## config.mk

```make
export PLATFORM = sky130hd
export DESIGN_NAME = router_pkt_reg
export DESIGN_NICKNAME = d
export VERILOG_FILES = /design/src/rtl/router_pkt_reg.sv
export SDC_FILE = /design/constraint.sdc
export NUM_CORES = 1
export LEC_CHECK = 0
export ABC_AREA = 1
export ABC_CLOCK_PERIOD_IN_PS = 1400
export BUFFER_PORTS_ARGS = -buffer_cell sky130_fd_sc_hd__clkbuf_2
export CAP_MARGIN = 5
export CORE_UTILIZATION = 57
export CTS_CLUSTER_DIAMETER = 30
export DETAILED_ROUTE_END_ITERATION = 8
export PLACE_DENSITY = 0.89
export REMOVE_ABC_BUFFERS = 1
export SYNTH_ARGS = -nofsm -noshare
export SYNTH_HDL_FRONTEND = slang
export SYNTH_SLANG_ARGS = --single-unit
```

## constraint.sdc

```tcl
create_clock -name clk -period 1.4 [get_ports clk]
set_clock_uncertainty 0.05 [all_clocks]
set_input_delay 0.28 -clock clk [delete_from_list [all_inputs] [get_ports clk]]
set_output_delay 0.28 -clock clk [all_outputs]
set_load 0.01 [all_outputs]
```

## src/rtl/router_pkt_reg.sv

```systemverilog
// Router packet register: header/payload/check-byte capture, running checksum,
// length check, and a small hold buffer that absorbs bytes while the output FIFO is full.
module router_pkt_reg #(
   parameter int DATA_W     = 8,
   parameter int LEN_W      = 6,
   parameter int HOLD_DEPTH = 2,
   parameter int CHK_MODE   = 0,
   localparam int CW = $clog2(HOLD_DEPTH + 1),
   localparam int PW = (HOLD_DEPTH > 1) ? $clog2(HOLD_DEPTH) : 1
) (
   input  logic              clk,
   input  logic              reset,
   input  logic              pkt_valid,
   input  logic [DATA_W-1:0] data_in,
   input  logic              fifo_full,
   input  logic              detect_add,
   input  logic              lfd_state,
   input  logic              ld_state,
   input  logic              laf_state,
   input  logic              full_state,
   input  logic              rst_int_reg,
   output logic [DATA_W-1:0] dout,
   output logic              dout_wr,
   output logic [CW-1:0]     hold_count,
   output logic              hold_empty,
   output logic              parity_done,
   output logic              low_pkt_valid,
   output logic              err,
   output logic              len_err,
   output logic              ovf_err
);

   logic [DATA_W-1:0]                 hdr_q, acc_q, chk_q;
   logic [LEN_W-1:0]                  cnt_q;
   logic                              chk_eval_q;
   logic [HOLD_DEPTH-1:0][DATA_W-1:0] hold_q;
   logic [PW-1:0]                     head_q, tail_q;

   logic ld_take, direct, hold_full, do_pop;

   function automatic logic [DATA_W-1:0] fold(input logic [DATA_W-1:0] a,
                                              input logic [DATA_W-1:0] b);
      return (CHK_MODE == 0) ? (a ^ b) : (a + b);
   endfunction

   function automatic logic [PW-1:0] ptr_inc(input logic [PW-1:0] p);
      return (p == PW'(HOLD_DEPTH - 1)) ? '0 : p + PW'(1);
   endfunction

   assign hold_empty = (hold_count == '0);
   assign hold_full  = (hold_count == CW'(HOLD_DEPTH));
   assign ld_take    = !lfd_state && ld_state;
   // Bypass the hold buffer only when it is empty, otherwise byte order would break.
   assign direct     = ld_take && !fifo_full && hold_empty;
   assign do_pop     = !lfd_state && !ld_state && laf_state && !fifo_full && !hold_empty;

   always_ff @(posedge clk) begin
      if (!reset) begin
         dout          <= '0;
         dout_wr       <= 1'b0;
         hold_count    <= '0;
         parity_done   <= 1'b0;
         low_pkt_valid <= 1'b0;
         err           <= 1'b0;
         len_err       <= 1'b0;
         ovf_err       <= 1'b0;
         hdr_q         <= '0;
         acc_q         <= '0;
         chk_q         <= '0;
         cnt_q         <= '0;
         chk_eval_q    <= 1'b0;
         hold_q        <= '0;
         head_q        <= '0;
         tail_q        <= '0;
      end else begin
         dout_wr <= 1'b0;

         if (lfd_state) begin
            dout    <= hdr_q;
            dout_wr <= 1'b1;
            acc_q   <= fold(acc_q, hdr_q);
         end else if (ld_state) begin
            if (pkt_valid) begin
               if (!full_state) begin
                  acc_q <= fold(acc_q, data_in);
                  if (cnt_q != '1) cnt_q <= cnt_q + LEN_W'(1);
               end
            end else begin
               chk_q       <= data_in;
               parity_done <= 1'b1;
            end
            if (direct) begin
               dout    <= data_in;
               dout_wr <= 1'b1;
            end else if (!hold_full) begin
               hold_q[tail_q] <= data_in;
               tail_q         <= ptr_inc(tail_q);
               hold_count     <= hold_count + CW'(1);
            end else begin
               ovf_err <= 1'b1;
            end
         end else if (do_pop) begin
            dout       <= hold_q[head_q];
            dout_wr    <= 1'b1;
            head_q     <= ptr_inc(head_q);
            hold_count <= hold_count - CW'(1);
         end

         if (ld_take && !pkt_valid) low_pkt_valid <= 1'b1;
         else if (rst_int_reg)      low_pkt_valid <= 1'b0;

         // Evaluate once, on the first edge that sees parity_done, then hold.
         if (parity_done && !chk_eval_q) begin
            err        <= (acc_q != chk_q);
            len_err    <= (cnt_q != hdr_q[LEN_W+1:2]);
            chk_eval_q <= 1'b1;
         end

         if (detect_add && pkt_valid) begin
            hdr_q       <= data_in;
            acc_q       <= '0;
            cnt_q       <= '0;
            parity_done <= 1'b0;
            err         <= 1'b0;
            len_err     <= 1'b0;
            ovf_err     <= 1'b0;
            chk_eval_q  <= 1'b0;
         end
      end
   end

endmodule

```

==> results of run 1 <==
-- power breakdown --
| group | switching [mW] | internal [mW] | leakage, nW |
|---|---|---|---|
| combinational | 0.345 | 0.214 | 0.937 |
| sequential | 0.0566 | 1.94 | 0.532 |
| clock | 0.752 | 0.828 | 0.0929 |
-- placed cells by master (no fill, tap or decap), drive strengths merged --
cell type	n
inv	54
o211ai	8
clkinvlp	2
clkinv	2
o21ai	49
nand4	1
xor2	3
dfxtp	65
nand3b	2
xnor2	5
or2	1
nor2	66
buf	28
a31oi	1
clkbuf	43
a211oi	5
nand3	20
nand2	91
ha	1
a21oi	42
bufinv	1
-- cells by family (layout without fill, tap and decap cells) --
logic type               Yosys count  in the layout  synth area share
XOR/XNOR                           8              8           0.02370
adder cells (fa/ha/maj)            1              1          0.004231
AO/OA/AOI/OAI                    105            105            0.1942
flip-flops                        65             65            0.4401
buffers and inverters             65            130           0.08633
AND/OR/NAND/NOR                  181            181            0.2514
-- metal layers --
layer	vias to the layer above	track usage	part of all wire
met4	0	0.1688	0.030
met5	-	0	0
met3	21	0.07453	0.072
met2	136	0.4990	0.49
li1	1503	-	-
met1	1367	0.3455	0.41
-- layout make-up --
cell class / instances / share of cell area
Clock buffer: 10 / 0.03527
Tap cell: 67 / 0.02317
Clock inverter: 6 / 0.01867
Inverter: 53 / 0.05498
Sequential cell: 65 / 0.3610
Timing Repair Buffer: 61 / 0.1030
Multi-Input combinational cell: 295 / 0.4039
-- worst register-to-register path, delay by kind of cell (launching register included) --
family / cells / cell delay, ns
and+or+nand+nor: 5 / 0.55
DFF: 1 / 0.34
adders and majority gates: 1 / 0.20
AOI/OAI and AO/OA: 1 / 0.17
-- state kept, by name, summed over array words and instances, names as in the netlist --
name	count
low_pkt_valid	1
len_err	1
parity_done	1
hold_count	2
chk_eval_q	1
dout_wr	1
hold_q	16
acc_q	8
dout	8
ovf_err	1
head_q	1
hdr_q	8
chk_q	8
err	1
cnt_q	6
tail_q	1
-- how the worst max path moves through the flow --
stage | slack, ns | from | to
after floorplan | 0.01 | detect_add | cnt_q[0]$_SDFFE_PP0P_
final | 0.02 | cnt_q[1]$_SDFFE_PP0P_ | cnt_q[0]$_SDFFE_PP0P_
after global routing | -0.07 | cnt_q[1]$_SDFFE_PP0P_ | cnt_q[0]$_SDFFE_PP0P_
after global placement | -0.01 | lfd_state | dout[3]$_SDFFE_PN0P_
after CTS | -0.05 | hold_count[1]$_SDFFE_PN0P_ | hold_q[13]$_SDFFE_PN0P_
after detailed placement | -0.12 | lfd_state | hold_q[13]$_SDFFE_PN0P_
-- what timing repair did --
item,4_1_cts,5_1_grt
pin swaps,0,3
gates resized for setup,1,20
setup buffers,0,2
setup endpoints to repair,20,31
==> flow_summary_export.csv, run 1 <==
group,metric,value,unit
floorplanning,die_area,0.005479,mm2
clock_network,holdBufCountCts,0,
synth,synth_area_leaders,"dfxtp_1 44%, nand2_1 11%, nor2_1 7.9%, o21ai_0 7.4%, a21oi_1 6.8%",
timing,hold_viol,0,
clock_network,cts_inserted_buffers,9,
critical_path,critPathCaptureType,"flop",
critical_path,timing.rr.start,"cnt_q[1]$_SDFFE_PP0P_",
critical_path,criticalPathCategory,"reg -> reg",
timing,finalSetupTns,0,ns
clock_network,clock_latency,0.35,ns
synth,yosys.area.top_type,"dfxtp_1",
power_and_ir_drop,leakagePower,1.563,nW
floorplanning,io_pins,35,
layout,regArea,0.001306,mm2
grt,antenna_found_initial,0,
timing,period_share,0.9867,
route,finalWirelength,7511,um
critical_path,slowest_delay,0.34,ns
synth,yosysUniqueCellTypes,27,
hold_path,hp-class,"in -> reg",
floorplanning,rows,25,
synth,synth-main-ff-cell,"dfxtp_1",
critical_path,cp.arrival,1.59,ns
critical_path,critPathSlowestCell,"dfxtp_1",
route,antenna_left,0,
synth,synth-seq-cells,65,
grt,grt_max_degree,40,
critical_path,crit_family,"simple AND/OR/NAND/NOR gates",
place,dpl_cell_area,0.003342,mm2
route,vias_per_cell,5.434,
clock_network,h-tree-depth,3,
timing,setup_viol,0,
power_and_ir_drop,total_power,4.139,mW
critical_path,cp_common_cell,"nand2_2",
hold_path,min_to,"low_pkt_valid$_SDFFE_PN0P_",
layout,fin_area,0.003618,mm2
hold_path,holdCritStartpoint,"rst_int_reg",
timing,period_minus_slack,1.381,ns
synth,synth-edff-count,0,
synth,async_flop_share,0,
synth,seq_area_frac_synth,0.4401,
critical_path,r2r_end,"cnt_q[0]$_SDFFE_PP0P_",
critical_path,r2r_setup_slack,0.02,ns
floorplanning,coreArea,0.004848,mm2
place,dp_slack,-0.1189,ns
layout,instances_no_fill,557,
timing,setup_slack,0.01866,ns
job,drv_cap,0,
timing,max_freq,723.9,MHz
grt,grt_use_total,0.2972,
critical_path,cp.depth,7,
critical_path,reg2reg_depth,7,
critical_path,crit_chain,"ha_2 > nand2_2 > nor2_4 > nand2_2 > nand3_4 > nand2_1 > a21oi_1",
layout,syn_to_final_growth,22.39,%
layout,post-route-util,0.7463,
run_status,status,"finished, final reports clean",
grt,grt_overflow,0,
timing,hold_ws,0.1368,ns
layout,nets,504,
floorplanning,start_util,0.6098,
clock_network,cts_tree,"built",
route,drt_iter0_markers,242,
synth,synthCells,425,
power_and_ir_drop,peakVddDrop,0.8567,mV
critical_path,path_max_fanout,6,
place,place_congestion,0.8235,
timing,slew_violations,0,
place,io_buffers,34,
route,drc_errors,0,
clock_network,cts_root_buf,"clkbuf_8",
clock_network,clkTransAtPathRegs,0.07,ns
hold_path,whs_path_depth,4,
timing,relSlewSlack,0.7803,
critical_path,cp.required,1.61,ns
place,dp_hpwl,5115,um
synth,synth_most_common_cell,"nand2_1",
layout,multi_input_area,0.001461,mm2
synth,avgSynthCellArea,6.957,um2
critical_path,cp-start-kind,"flop",
synth,synth_top_area_frac,0.4401,
floorplanning,dieHeight,74.02,um
critical_path,cp_num_buf_inv,0,
synth,synthTopCellsByCount,"88 x nand2_1, 65 x dfxtp_1, 62 x nor2_1",
synth,ys_warn_count,0,
route,vias,3027,
clock_network,clock_sinks,65,
layout,fill_cells,360,
power_and_ir_drop,powerDensity,1144,mW/mm2
place,dp_cells,539,
timing,worstMarginPinSlew,0.3296,ns
synth,syn-cell-area,0.002957,mm2
grt,grt_pass1_vias,2780,
clock_network,clock_path_buffers,2,
route,wl_per_cell,13.48,um
floorplanning,die_width,74.02,um
route,drtPass1Iterations,5,
layout,drive_gt1_frac,0.2061,
grt,grt_pass1_wl,12090,um
layout,n_antenna_cell,0,
Power figures use the tool's default switching activity.
==> inputs of run 2 (changes only) <==
--- a/config.mk
+++ b/config.mk
@@ -7,11 +7,12 @@
 export LEC_CHECK = 0
 export ABC_AREA = 1
 export ABC_CLOCK_PERIOD_IN_PS = 1400
-export BUFFER_PORTS_ARGS = -buffer_cell sky130_fd_sc_hd__clkbuf_2
+export BUFFER_PORTS_ARGS = -buffer_cell sky130_fd_sc_hd__buf_4
 export CAP_MARGIN = 5
 export CORE_UTILIZATION = 57
-export CTS_CLUSTER_DIAMETER = 30
+export CTS_CLUSTER_DIAMETER = 60
 export DETAILED_ROUTE_END_ITERATION = 8
+export GPL_TIMING_DRIVEN = 0
 export PLACE_DENSITY = 0.89
 export REMOVE_ABC_BUFFERS = 1
 export SYNTH_ARGS = -nofsm -noshare
==> flow_summary_export.csv, run 2 (synthesis results as in run 1) <==
group,metric,value,unit
run_status,status,"finished, final reports clean",
clock_network,cts_inserted_buffers,9,
timing,hold_viol,0,
layout,final_common_cell,"nand2_1",
clock_network,cts_root_buf,"clkbuf_8",
route,drt_iter0_markers,256,
hold_path,hp-class,"in -> reg",
critical_path,critPathCaptureType,"primary output",
job,drv_cap,0,
clock_network,clkTransAtPathRegs,0.08,ns
power_and_ir_drop,peakVddDrop,0.7462,mV
timing,setup_viol,0,
layout,final_cell_mix,"85 x nand2_1, 60 x nor2_1, 60 x dfxtp_1",
clock_network,clock_sinks,65,
floorplanning,dieHeight,74.02,um
floorplanning,die_width,74.02,um
grt,grt_overflow,0,
clock_network,clock_path_buffers,2,
timing,hold_ws,0.1478,ns
place,place_congestion,0.8380,
critical_path,cp.arrival,1.03,ns
power_and_ir_drop,powerDensity,1168,mW/mm2
critical_path,critPathSlowestCell,"dfxtp_4",
timing,period_share,0.9708,
floorplanning,start_util,0.6098,
route,drc_errors,0,
clock_network,holdBufCountCts,0,
grt,antenna_found_initial,0,
critical_path,criticalPathCategory,"reg -> out",
route,vias_per_cell,5.553,
timing,finalSetupTns,0,ns
clock_network,h-tree-depth,3,
route,wl_per_cell,14.28,um
place,dp_hpwl,4987,um
critical_path,crit_chain,"inv_4 > nand2_4 > inv_1 > buf_4",
timing,worstMarginPinSlew,0.4345,ns
place,io_buffers,34,
floorplanning,io_pins,35,
critical_path,crit_family,"flip-flops",
grt,grt_pass1_vias,2717,
layout,n_antenna_cell,0,
layout,syn_to_final_growth,20.95,%
grt,grt_pass1_wl,11920,um
route,drtPass1Iterations,5,
critical_path,cp_num_buf_inv,3,
critical_path,cp.required,1.07,ns
clock_network,cts_tree,"built",
layout,largest_reg_flops,16,
route,antenna_left,0,
critical_path,slowest_delay,0.40,ns
route,vias,2960,
timing,period_minus_slack,1.359,ns
floorplanning,rows,25,
critical_path,path_max_fanout,5,
timing,relSlewSlack,0.7100,
floorplanning,die_area,0.005479,mm2
layout,regMostFlops,"hold_q",
grt,grt_max_degree,41,
layout,drive_gt1_frac,0.1738,
power_and_ir_drop,leakagePower,1.474,nW
critical_path,cp-start-kind,"flop",
clock_network,clock_latency,0.35,ns
floorplanning,coreArea,0.004848,mm2
timing,slew_violations,0,
route,finalWirelength,7612,um
timing,max_freq,735.7,MHz
grt,grt_use_total,0.2924,
layout,nets,480,
run 2: cell count changes in the layout (fill, tap and decap cells not counted), sizes merged:
cell    previous run  this run
buf               28        36
clkbuf            43        11
nand3             20        21
inv               54        53
run 2: worst paths after layout:
path                                              endpoint  slack [ns]  cells after the start                  startpoint
worst min-delay path            low_pkt_valid$_SDFFE_PN0P_        0.15                      4                 rst_int_reg
worst max register to register       cnt_q[4]$_SDFFE_PP0P_        0.06                      7       cnt_q[1]$_SDFFE_PP0P_
worst max-delay path                            hold_empty        0.04                      4  hold_count[0]$_SDFFE_PN0P_
worst min register to register      hold_q[5]$_SDFFE_PN0P_        0.40                      2      hold_q[5]$_SDFFE_PN0P_
run 2: final cells by class:
| cell class | instances | area [um2] |
|---|---|---|
| clock buffer | 11 | 141.4 |
| tap | 67 | 83.83 |
| sequential | 65 | 1315 |
| clock inverter | 5 | 55.05 |
| inverter | 53 | 203.9 |
| timing repair buffer | 36 | 282.8 |
| multi-input combinational | 296 | 1494 |
| fill | 374 | 1272 |
run 2: metal layers:
layer | GRT usage | wire, um
met2 | 0.5030 | 3712
met3 | 0.08943 | 608
met1 | 0.3305 | 3086
met5 | 0 | 0
met4 | 0.1389 | 204
run 2: repair_timing:
item / CTS / global route
gates resized for setup: 9 / 21
endpoints found under the setup margin: 30 / 38
pin swaps: 0 / 3
gates cloned: 0 / 1
buffers inserted: 0 / 2
run 2: stage by stage:
stage / cell area [um2] / cells / setup slack (ns) / power [mW] / utilization
floorplan: 2900 / 413 / 0.01052 / 2.343 / -
global placement: 3239 / 514 / -0.7583 / 2.531 / 0.6681
detailed placement: 3239 / 514 / -0.7927 / 2.559 / 0.6681
CTS: 3460 / 530 / 0.005133 / 4.128 / 0.7135
global route: 3576 / 533 / -0.001254 / 4.340 / 0.7375
finish: 3576 / 533 / 0.04082 / 4.177 / 0.7375
run 2: where the power goes:
| part | switching (mW) | internal [mW] |
|---|---|---|
| sequential | 0.0690 | 1.94 |
| combinational | 0.344 | 0.220 |
| clock | 0.737 | 0.865 |
| total | 1.15 | 3.03 |
run 2: worst reg2reg max path, delay by kind of cell, from the launching register on:
family | cells | cell delay [ns]
DFF | 1 | 0.39
and+or+nand+nor | 5 | 0.50
adders and majority gates | 1 | 0.17
AOI/OAI and AO/OA | 1 | 0.15
